## src/rtl/shape_display_scheduler.sv

```systemverilog
// Chooses which shape-object layer drives the VGA pixel, from debounced next/prev
// buttons or a frame-based auto-cycle, committing changes only at vertical blank.
module shape_display_scheduler #(
    parameter int NUM_OBJ     = 4,
    parameter int SEL_W       = 2,
    parameter int DEB_CYCLES  = 500000,
    parameter int AUTO_FRAMES = 120,
    parameter int H_ACTIVE    = 640,
    parameter int V_ACTIVE    = 480,
    parameter logic [8*NUM_OBJ-1:0] OBJ_COLORS = 32'hE0_1C_03_FF
) (
    input  logic               clk,
    input  logic               reset,
    input  logic               btn_next,
    input  logic               btn_prev,
    input  logic               auto_en,
    input  logic [9:0]         HCount,
    input  logic [9:0]         VCount,
    input  logic [NUM_OBJ-1:0] obj_on,
    output logic [SEL_W-1:0]   sel,
    output logic               pending,
    output logic               pixel_on,
    output logic [7:0]         rgb
);

    localparam int CNT_W = (DEB_CYCLES > 1) ? $clog2(DEB_CYCLES) : 1;
    localparam int FR_W  = (AUTO_FRAMES > 1) ? $clog2(AUTO_FRAMES) : 1;
    localparam logic [CNT_W-1:0] DEB_LAST  = CNT_W'(DEB_CYCLES - 1);
    localparam logic [FR_W-1:0]  AUTO_LAST = FR_W'(AUTO_FRAMES - 1);
    localparam logic [SEL_W-1:0] SEL_MAX   = SEL_W'(NUM_OBJ - 1);
    localparam logic [9:0]       H_LIM     = 10'(H_ACTIVE);
    localparam logic [9:0]       V_LIM     = 10'(V_ACTIVE);

    typedef enum logic {IDLE, PEND} state_t;

    function automatic logic [SEL_W-1:0] wrap_inc(input logic [SEL_W-1:0] x);
        return (x >= SEL_MAX) ? '0 : x + SEL_W'(1);
    endfunction

    function automatic logic [SEL_W-1:0] wrap_dec(input logic [SEL_W-1:0] x);
        return (x == '0) ? SEL_MAX : x - SEL_W'(1);
    endfunction

    // Bit 0 is the next button, bit 1 the prev button.
    logic [1:0]       sync1_q, sync1_d, sync2_q, sync2_d;
    logic [1:0]       deb_q, deb_d, deb_prev_q, deb_prev_d;
    logic [CNT_W-1:0] cnt_q [2];
    logic [CNT_W-1:0] cnt_d [2];
    logic             at_vb_q, at_vb_d;
    logic [FR_W-1:0]  frame_q, frame_d;
    state_t           state_q, state_d;
    logic [SEL_W-1:0] sel_q, sel_d, target_q, target_d;
    logic             pixel_on_q, pixel_on_d;
    logic [7:0]       rgb_q, rgb_d;

    logic [1:0]           press;
    logic                 inc, dec, vb_tick;
    logic [SEL_W-1:0]     target_adj;
    logic [2**SEL_W-1:0]  obj_pad;
    logic [7:0]           color;

    // NOTE: every signal gets a default at the top of always_comb so no path can infer a latch.
    always_comb begin
        sync1_d    = {btn_prev, btn_next};
        sync2_d    = sync1_q;
        deb_d      = deb_q;
        deb_prev_d = deb_q;
        for (int b = 0; b < 2; b++) begin
            cnt_d[b] = '0;
            if (sync2_q[b] != deb_q[b]) begin
                if (cnt_q[b] == DEB_LAST) deb_d[b] = sync2_q[b];
                else                      cnt_d[b] = cnt_q[b] + CNT_W'(1);
            end
        end
        press = deb_q & ~deb_prev_q;
        // Opposite presses in the same cycle cancel out.
        inc   = press[0] & ~press[1];
        dec   = press[1] & ~press[0];

        // Edge-detect the blank position so a count held for several clocks ticks once.
        at_vb_d = (HCount == 10'd0) && (VCount == V_LIM);
        vb_tick = at_vb_d && !at_vb_q;

        target_adj = inc ? wrap_inc(target_q) : (dec ? wrap_dec(target_q) : target_q);

        state_d  = state_q;
        sel_d    = sel_q;
        target_d = target_q;
        frame_d  = auto_en ? frame_q : '0;
        if (auto_en && vb_tick) frame_d = frame_q + FR_W'(1);

        case (state_q)
            IDLE: begin
                if (inc) begin
                    target_d = wrap_inc(sel_q);
                    state_d  = PEND;
                end else if (dec) begin
                    target_d = wrap_dec(sel_q);
                    state_d  = PEND;
                end else if (auto_en && vb_tick && frame_q >= AUTO_LAST) begin
                    sel_d   = wrap_inc(sel_q);
                    frame_d = '0;
                end
            end
            PEND: begin
                target_d = target_adj;
                if (vb_tick) begin
                    sel_d   = target_adj;
                    state_d = IDLE;
                    frame_d = '0;
                end
            end
            default: state_d = IDLE;
        endcase

        obj_pad = '0;
        color   = '0;
        for (int i = 0; i < NUM_OBJ; i++) begin
            obj_pad[i] = obj_on[i];
            if (int'(sel_q) == i) color = OBJ_COLORS[8*i +: 8];
        end
        pixel_on_d = (int'(sel_q) < NUM_OBJ) && obj_pad[sel_q]
                     && (HCount < H_LIM) && (VCount < V_LIM);
        rgb_d      = pixel_on_d ? color : 8'h00;
    end

    // NOTE: sequential state is assigned with <= only, so every flop samples pre-edge values.
    always_ff @(posedge clk or posedge reset) begin
        if (reset) begin
            sync1_q    <= '0;
            sync2_q    <= '0;
            deb_q      <= '0;
            deb_prev_q <= '0;
            cnt_q      <= '{default: '0};
            at_vb_q    <= 1'b0;
            frame_q    <= '0;
            state_q    <= IDLE;
            sel_q      <= '0;
            target_q   <= '0;
            pixel_on_q <= 1'b0;
            rgb_q      <= '0;
        end else begin
            sync1_q    <= sync1_d;
            sync2_q    <= sync2_d;
            deb_q      <= deb_d;
            deb_prev_q <= deb_prev_d;
            cnt_q      <= cnt_d;
            at_vb_q    <= at_vb_d;
            frame_q    <= frame_d;
            state_q    <= state_d;
            sel_q      <= sel_d;
            target_q   <= target_d;
            pixel_on_q <= pixel_on_d;
            rgb_q      <= rgb_d;
        end
    end

    assign sel      = sel_q;
    assign pending  = (state_q == PEND);
    assign pixel_on = pixel_on_q;
    assign rgb      = rgb_q;

endmodule

```

## config.mk

```make
export PLATFORM = sky130hd
export DESIGN_NAME = shape_display_scheduler
export DESIGN_NICKNAME = d
export VERILOG_FILES = /design/src/rtl/shape_display_scheduler.sv
export SDC_FILE = /design/constraint.sdc
export NUM_CORES = 1
export LEC_CHECK = 0
export BUFFER_PORTS_ARGS = -buffer_cell sky130_fd_sc_hd__buf_2
export CAP_MARGIN = 20
export CORE_MARGIN = 3
export CORE_UTILIZATION = 53
export DETAILED_ROUTE_END_ITERATION = 6
export PLACE_DENSITY_LB_ADDON = 0.05
export SLEW_MARGIN = 20
export SYNTH_ARGS = -nofsm -noshare
export SYNTH_HDL_FRONTEND = slang
export SYNTH_SLANG_ARGS = --single-unit
```

## constraint.sdc

```tcl
create_clock -name clk -period 2.51 [get_ports clk]
set_clock_uncertainty 0.15 [all_clocks]
set_input_delay 0.3765 -clock clk [delete_from_list [all_inputs] [get_ports clk]]
set_output_delay 0.3765 -clock clk [all_outputs]
set_load 0.005 [all_outputs]
```

After elaboration in Yosys (flattened, before gate mapping)
Index checks and enable logic that the tools add are counted.
{ "classes": {"addsub": 7, "order_cmp": 6, "n_eq_ne": 13, "n_mux": 36, "bitwise_logic": 7, "reduce_logical": 14} }
{ "ops": {"columns": ["op", "count"], "rows": [
  ["2-to-1 mux 19 bit", 4],
  ["2-to-1 mux 7 bit", 6],
  ["2-to-1 mux 8 bit", 5],
  ["adder 19 x 1 -> 19 bit, second input constant", 2],
  ["== test 19 bit, second input constant", 2],
  ["2-to-1 mux 2 bit", 12],
  ["case mux 7 bit (2 select lines)", 1],
  ["== test 10 x 9 -> 1 bit, second input constant", 1],
  ["logical NOT 10 bit", 1],
  ["< comparator 10 bit, second input constant", 1],
  ["< comparator 10 x 9 -> 1 bit, second input constant", 1],
  ["case mux 2 bit (2 select lines)", 2],
  ["adder 7 x 1 -> 7 bit, second input constant", 1],
  [">= comparator 7 bit, second input constant", 1],
  ["logical AND 1 bit", 6],
  ["logical NOT 2 bit", 3],
  ["!= test 2 bit, second input constant", 3],
  ["adder 2 x 1 -> 2 bit, second input constant", 2],
  ["== test 2 bit, second input constant", 2],
  [">= comparator 2 bit, second input constant", 2],
  ["2-to-1 mux 1 bit", 4],
  ["AND reduction 2 bit", 2],
  ["AND reduction 4 bit", 1],
  ["subtractor 2 x 1 -> 2 bit, second input constant", 2],
  ["12 further kinds", 16]
]} }
{ "word_totals": {"register_bits": 68, "out_inout_bits": 12} }

Longest topological paths before layout
{ "depth": {"word_depth": 9, "depth_mapped": 7, "depth_no_buf": 7} }

Worst setup path after synthesis
OpenSTA, ideal clock, no wires.
{ "synth_path": {"path_type": "flip-flop to flip-flop", "from": "reg deb_q[0], in the netlist deb_prev_d[0]", "to": "reg sel_q[0], in the netlist sel[0]", "setup_ps": 79, "arrival_ps": 2192, "path_slack_ps": 88, "stages_incl_launch_ff": 8, "path_buffers": 0, "path_cell_list": "dfrtp_1 nand2b_1 inv_1 ha_1 nor4bb_1 a31oi_1 nor4_1 mux2i_1"} }
{ "synth_between": {"elab_chain_cells": 7, "word_cells_on_any_way": 11, "classes_between": "2 x eq/ne; 4 x mux; 4 x bitwise; 1 x reduce/logical"} }
{ "synth_lines": {"columns": ["item", "line", "source"], "rows": [
  ["start: declaration", "46", "logic [1:0] deb_q, deb_d, deb_prev_q, deb_prev_d;"],
  ["start signal: assignment", "132", "deb_q <= '0;"],
  ["start signal: assignment", "145", "deb_q <= deb_d;"],
  ["AND 2 bit (*)", "75", "press = deb_q & ~deb_prev_q;"],
  ["NOT 1 bit", "78", "dec = press[1] & ~press[0];"],
  ["AND 1 bit", "78", null],
  ["2-to-1 mux 2 bit (2 in a row)", "84", "target_adj = inc ? wrap_inc(target_q) : (dec ? wrap_dec(target_q) : target_q);"],
  ["2-to-1 mux 2 bit", "107", "if (vb_tick) begin"],
  ["case mux 2 bit (2 select lines)", "92", "case (state_q)"],
  ["end signal: assignment", "151", "sel_q <= sel_d;"],
  ["end: declaration", "52", "logic [SEL_W-1:0] sel_q, sel_d, target_q, target_d;"]
]} }
Mark *: on every way between the ends. The rest lies on a longest branch, timed or not. The select of a mux whose other input is x is not followed.
A chain may end at the register's enable or synchronous reset.

Worst setup path after layout
{ "layout_path": {"from": "reg deb_q[1], in the netlist deb_prev_d[1]", "to": "reg frame_q[4]"} }
{ "layout_between": {"elab_chain_cells": 5, "word_cells_on_any_way": 7, "classes_between": "3 x mux; 4 x bitwise"} }
{ "layout_lines": {"columns": ["item", "line", "source"], "rows": [
  ["AND 2 bit (*)", "75", null],
  ["AND 1 bit or NOT 1 bit (tied branches)", "78, 77", null],
  ["2-to-1 mux 7 bit or AND 1 bit (tied branches)", "97, 77", null],
  ["2-to-1 mux 7 bit (*)", "94", "if (inc) begin"],
  ["case mux 7 bit (2 select lines) (*)", "92", null],
  ["via frame_d[4]", "50", "logic [FR_W-1:0] frame_q, frame_d;"],
  ["end signal: assignment", "149", "frame_q <= frame_d;"],
  ["end: declaration", "50", null]
]} }
Mark *: on every way through the listed nets, which the timed path passes. The rest lies on a longest branch.

==> summary.txt <==
Final layout
  – Share of cells above drive strength 1: just over 20%
  – Final non-filler cell area: 3990 sq um
  – Layout Nets: approximately 440
  – Diode count: 0
  – Fillcell total: 514
  – Area grow syn2layout: 16.30%

Timing
  – Endpoints failing hold: 0
  – Min Tclk post-route: about 2300 ps
  – Fin. max-slew vios: 0
  – Tcrit/Tclk final: 90.69%
  – RSZ-0062 raised after global routing: no
  – Slew at the pin with the worst max-slew slack: roughly 540 ps
  – Worst rel slew slack: 64.11%
  – Worst hold slack: roughly 200 ps
  – Max frequency: approximately 440 MHz
  – Fin Setup TNS: 0 ps
  – Final setup fails: 0

Routing
  – DR WL/cell: roughly 15 um
  – First DRT Iteration DRCs: just over 80
  – Detailed Route WL: ~7.0 mm
  – Residual DRC: 0
  – Vias per std cell: roughly 5.8
  – Routed Antenna Nets: 0
  – Vias: around 2800
  – Drt pass-1 iters: 7

Synthesis
  – Gate count after technology mapping: about 350
  – Main combinational cell family by area after synthesis: simple AND/OR/NAND/NOR gates
  – Synth warn: 0
  – Synth Area in Simple Gates: between 20% and 30%
  – Post-synth top area share: around 46%
  – Seq/Total Area, Yosys: 45.95%
  – Synth Register Bits: 63
  – Post-Synth Adder-Cell Area: around 4.4%
  – Syn Nets: 393
  – Ys async rst share: 100.0%
  – Cell taking the most area after synthesis: dfrtp_1
  – Post-synthesis xor/xnor area fraction: 6.637%
  – Avg Cell Area, Syn: 9.747 sq um
  – Post-synth EDFFs: 0
  – Area contributors post-synth: dfrtp_1 (46%), ha_1 (4.4%), nor2_1 (3.9%)
  – Post-synthesis mux area share: under 10%
  – Synth Flop Type: dfrtp_1
  – Synthesized area: ~3400 sq um
  – Compound-gate portion of the synthesized area: a little under an eighth
  – Post-synth cell types: between 50 and 60

Placement
  – Post-Place Cell Area: ~3700 sq um
  – PortBufs: 40
  – DP Wirelength: ~5 mm
  – Final RePlAce weighted congestion: 0.8285

Power
  – Total power: about 2.0 mW
  – Leak: around 1.8 nW
  – Peak supply drop: between 0.0005 and 0.0006 V
  – Power density over the cells: ~500 nW/um^2

Setup path
  – Worst setup SP type: flip-flop
  – Crit path required time: around 2600 ps
  – Max FO, Critical Path: 7
  – Slowest stage delay, CP: between 400 and 500 ps
  – Slowest-stage cell, CP: a2111oi_1
  – Setup Crit Path Kind: flip-flop to flip-flop
  – Critical Path AT: between 2000 and 2500 ps
  – CP delay by family, top: compound AO/OA/AOI/OAI gates
  – Crit path buffers/inverters: 1
  – CP endpoint kind: flip-flop
  – CP Cell Sequence: nand2b_1, inv_1, ha_1, nor4bb_4, a31oi_4, a2111oi_1, o22ai_1

Clocking
  – H-tree Lvls: 3
  – TritonCTS clock tree: yes
  – Clk pin slew, worst setup/hold paths: about 70 ps
  – Number of CTS-inserted buffers: 9
  – Buffer depth of the longest clock path: 2
  – Root buf cell: clkbuf_8
  – Post-CTS Repair Setup Buffers: 0
  – Clk_lat worst skew: ~340 ps
  – Clock Sinks: 63

Floorplan
  – Core area: roughly 6000 sq um
  – Ports: between 40 and 50
  – Initial core utilization: between 50% and 60%
  – Die height: between 80 and 90 um
  – Die width: ~86 um
  – Row count: 28
  – Die area: 7474 sq um

Status
  – Status: complete, no violations

GRT
  – Global-route wire length before repair: approximately 12 mm
  – Grt total ovfl: 0
  – Pin count of the biggest net entering global routing: 40
  – Antenna violations before repair: 0
  – GRT Util Overall: approximately a fifth
  – Vias in the first global route: approximately 2800

Run
  – Max capacitance violation total: 0

Min path
  – Min-Delay Path Class: flip-flop to flip-flop
sequential cells by signal (all words and copies together) (netlist names):
register / flops
at_vb_q: 1
cnt_q: 38
deb_prev_d: 2
deb_prev_q: 2
frame_q: 7
pending: 1
pixel_on: 1
rgb: 3
sel: 2
sync1_q: 2
sync2_q: 2
target_q: 2
routing by layer:
layer	track usage [%]	vias up	share of wire, %
li1	-	1381	-
met1	25.45	1325	46
met2	33.17	73	46
met3	4.848	12	5.7
met4	11.05	0	2.3
met5	0	-	0
kinds of logic after synthesis:
family | count (synthesis)
AO/OA/AOI/OAI | 59
XOR/XNOR | 26
adder cells (fa/ha/maj) | 12
buffers and inverters | 33
flip-flops | 63
multiplexers | 4
AND/OR/NAND/NOR | 155
synthesized netlist by cell type (5+ instances only):
library cell and instances:
nand2b_1 6, or4_1 8, clkbuf_1 6, xor2_1 14, o31ai_1 7, nor3_1 5, ha_1 12, inv_1 18
buf_4 5, nand4_1 10, nor2_1 36, and2_1 6, and4_1 5, or3_1 8, nand2_1 22, dfrtp_1 63
a21oi_1 14, xnor2_1 12, o21ai_0 10, nand3_1 18, nor4_1 11
worst register-to-register path, stage by stage (launching register included):
cell and delay [ps]:
dfrtp_1 410, nand2b_1 120, inv_1 50, ha_1 280
nor4bb_4 380, a31oi_4 200, a2111oi_1 430, o22ai_1 120
power by group:
part	internal (mW)	switching [mW]
clock	0.502	0.371
combinational	0.0441	0.0557
sequential	1.03	0.0101
path summary, 6_finish.rpt:
path / slack (ps) / startpoint / to / cells past startpoint
worst max register to register: 230 / deb_prev_d[1]$_DFFE_PP0P_ / frame_q[4]$_DFF_PP0_ / 7
worst min-delay path: 200 / sync1_q[1]$_DFF_PP0_ / sync2_q[1]$_DFF_PP0_ / 0
max in group asynchronous: 1140 / reset / cnt_q[8]$_DFF_PP0_ / 4
min in group asynchronous: 490 / reset / cnt_q[34]$_DFF_PP0_ / 3
worst min register to register: 200 / sync1_q[1]$_DFF_PP0_ / sync2_q[1]$_DFF_PP0_ / 0
worst max-delay path: 230 / deb_prev_d[1]$_DFFE_PP0P_ / frame_q[4]$_DFF_PP0_ / 7
placed cells by master, fill, tap and decap left out, drive strengths merged, types with 11 or more instances in the layout:
master and n:
a21oi 14, buf 50, clkbuf 11, dfrtp 63, ha 12, inv 18, nand2 22, nand3 18
nor2 36, nor4 11, o21ai 12, or4 11, xnor2 12, xor2 14
repair_timing:
item | 4_1_cts | 5_1_grt
resized for setup | 0 | 6
hold buffers | 3 | 0
setup endpoints to repair | 0 | 6
endpoints found under the hold margin | 26 | 0
stage by stage:
stage,instances,util (%),worst slack (ps)
after floorplan,352,-,88.13
after global placement,462,61.12,34.16
after detailed placement,462,61.12,-30.14
after CTS,480,64.84,2.937
after global routing,480,65.46,105.2
final,480,65.46,233.8
layout make-up:
class | instances | area, sq um | share of cell area [%]
Clock buffer | 11 | 151.4 | 3.794
Clock inverter | 4 | 45.04 | 1.129
Inverter | 18 | 67.56 | 1.693
Multi-Input combinational cell | 256 | 1738 | 43.56
Sequential cell | 63 | 1577 | 39.51
Tap cell | 75 | 93.84 | 2.352
Timing Repair Buffer | 53 | 317.8 | 7.965
Power figures use the tool's default switching activity.
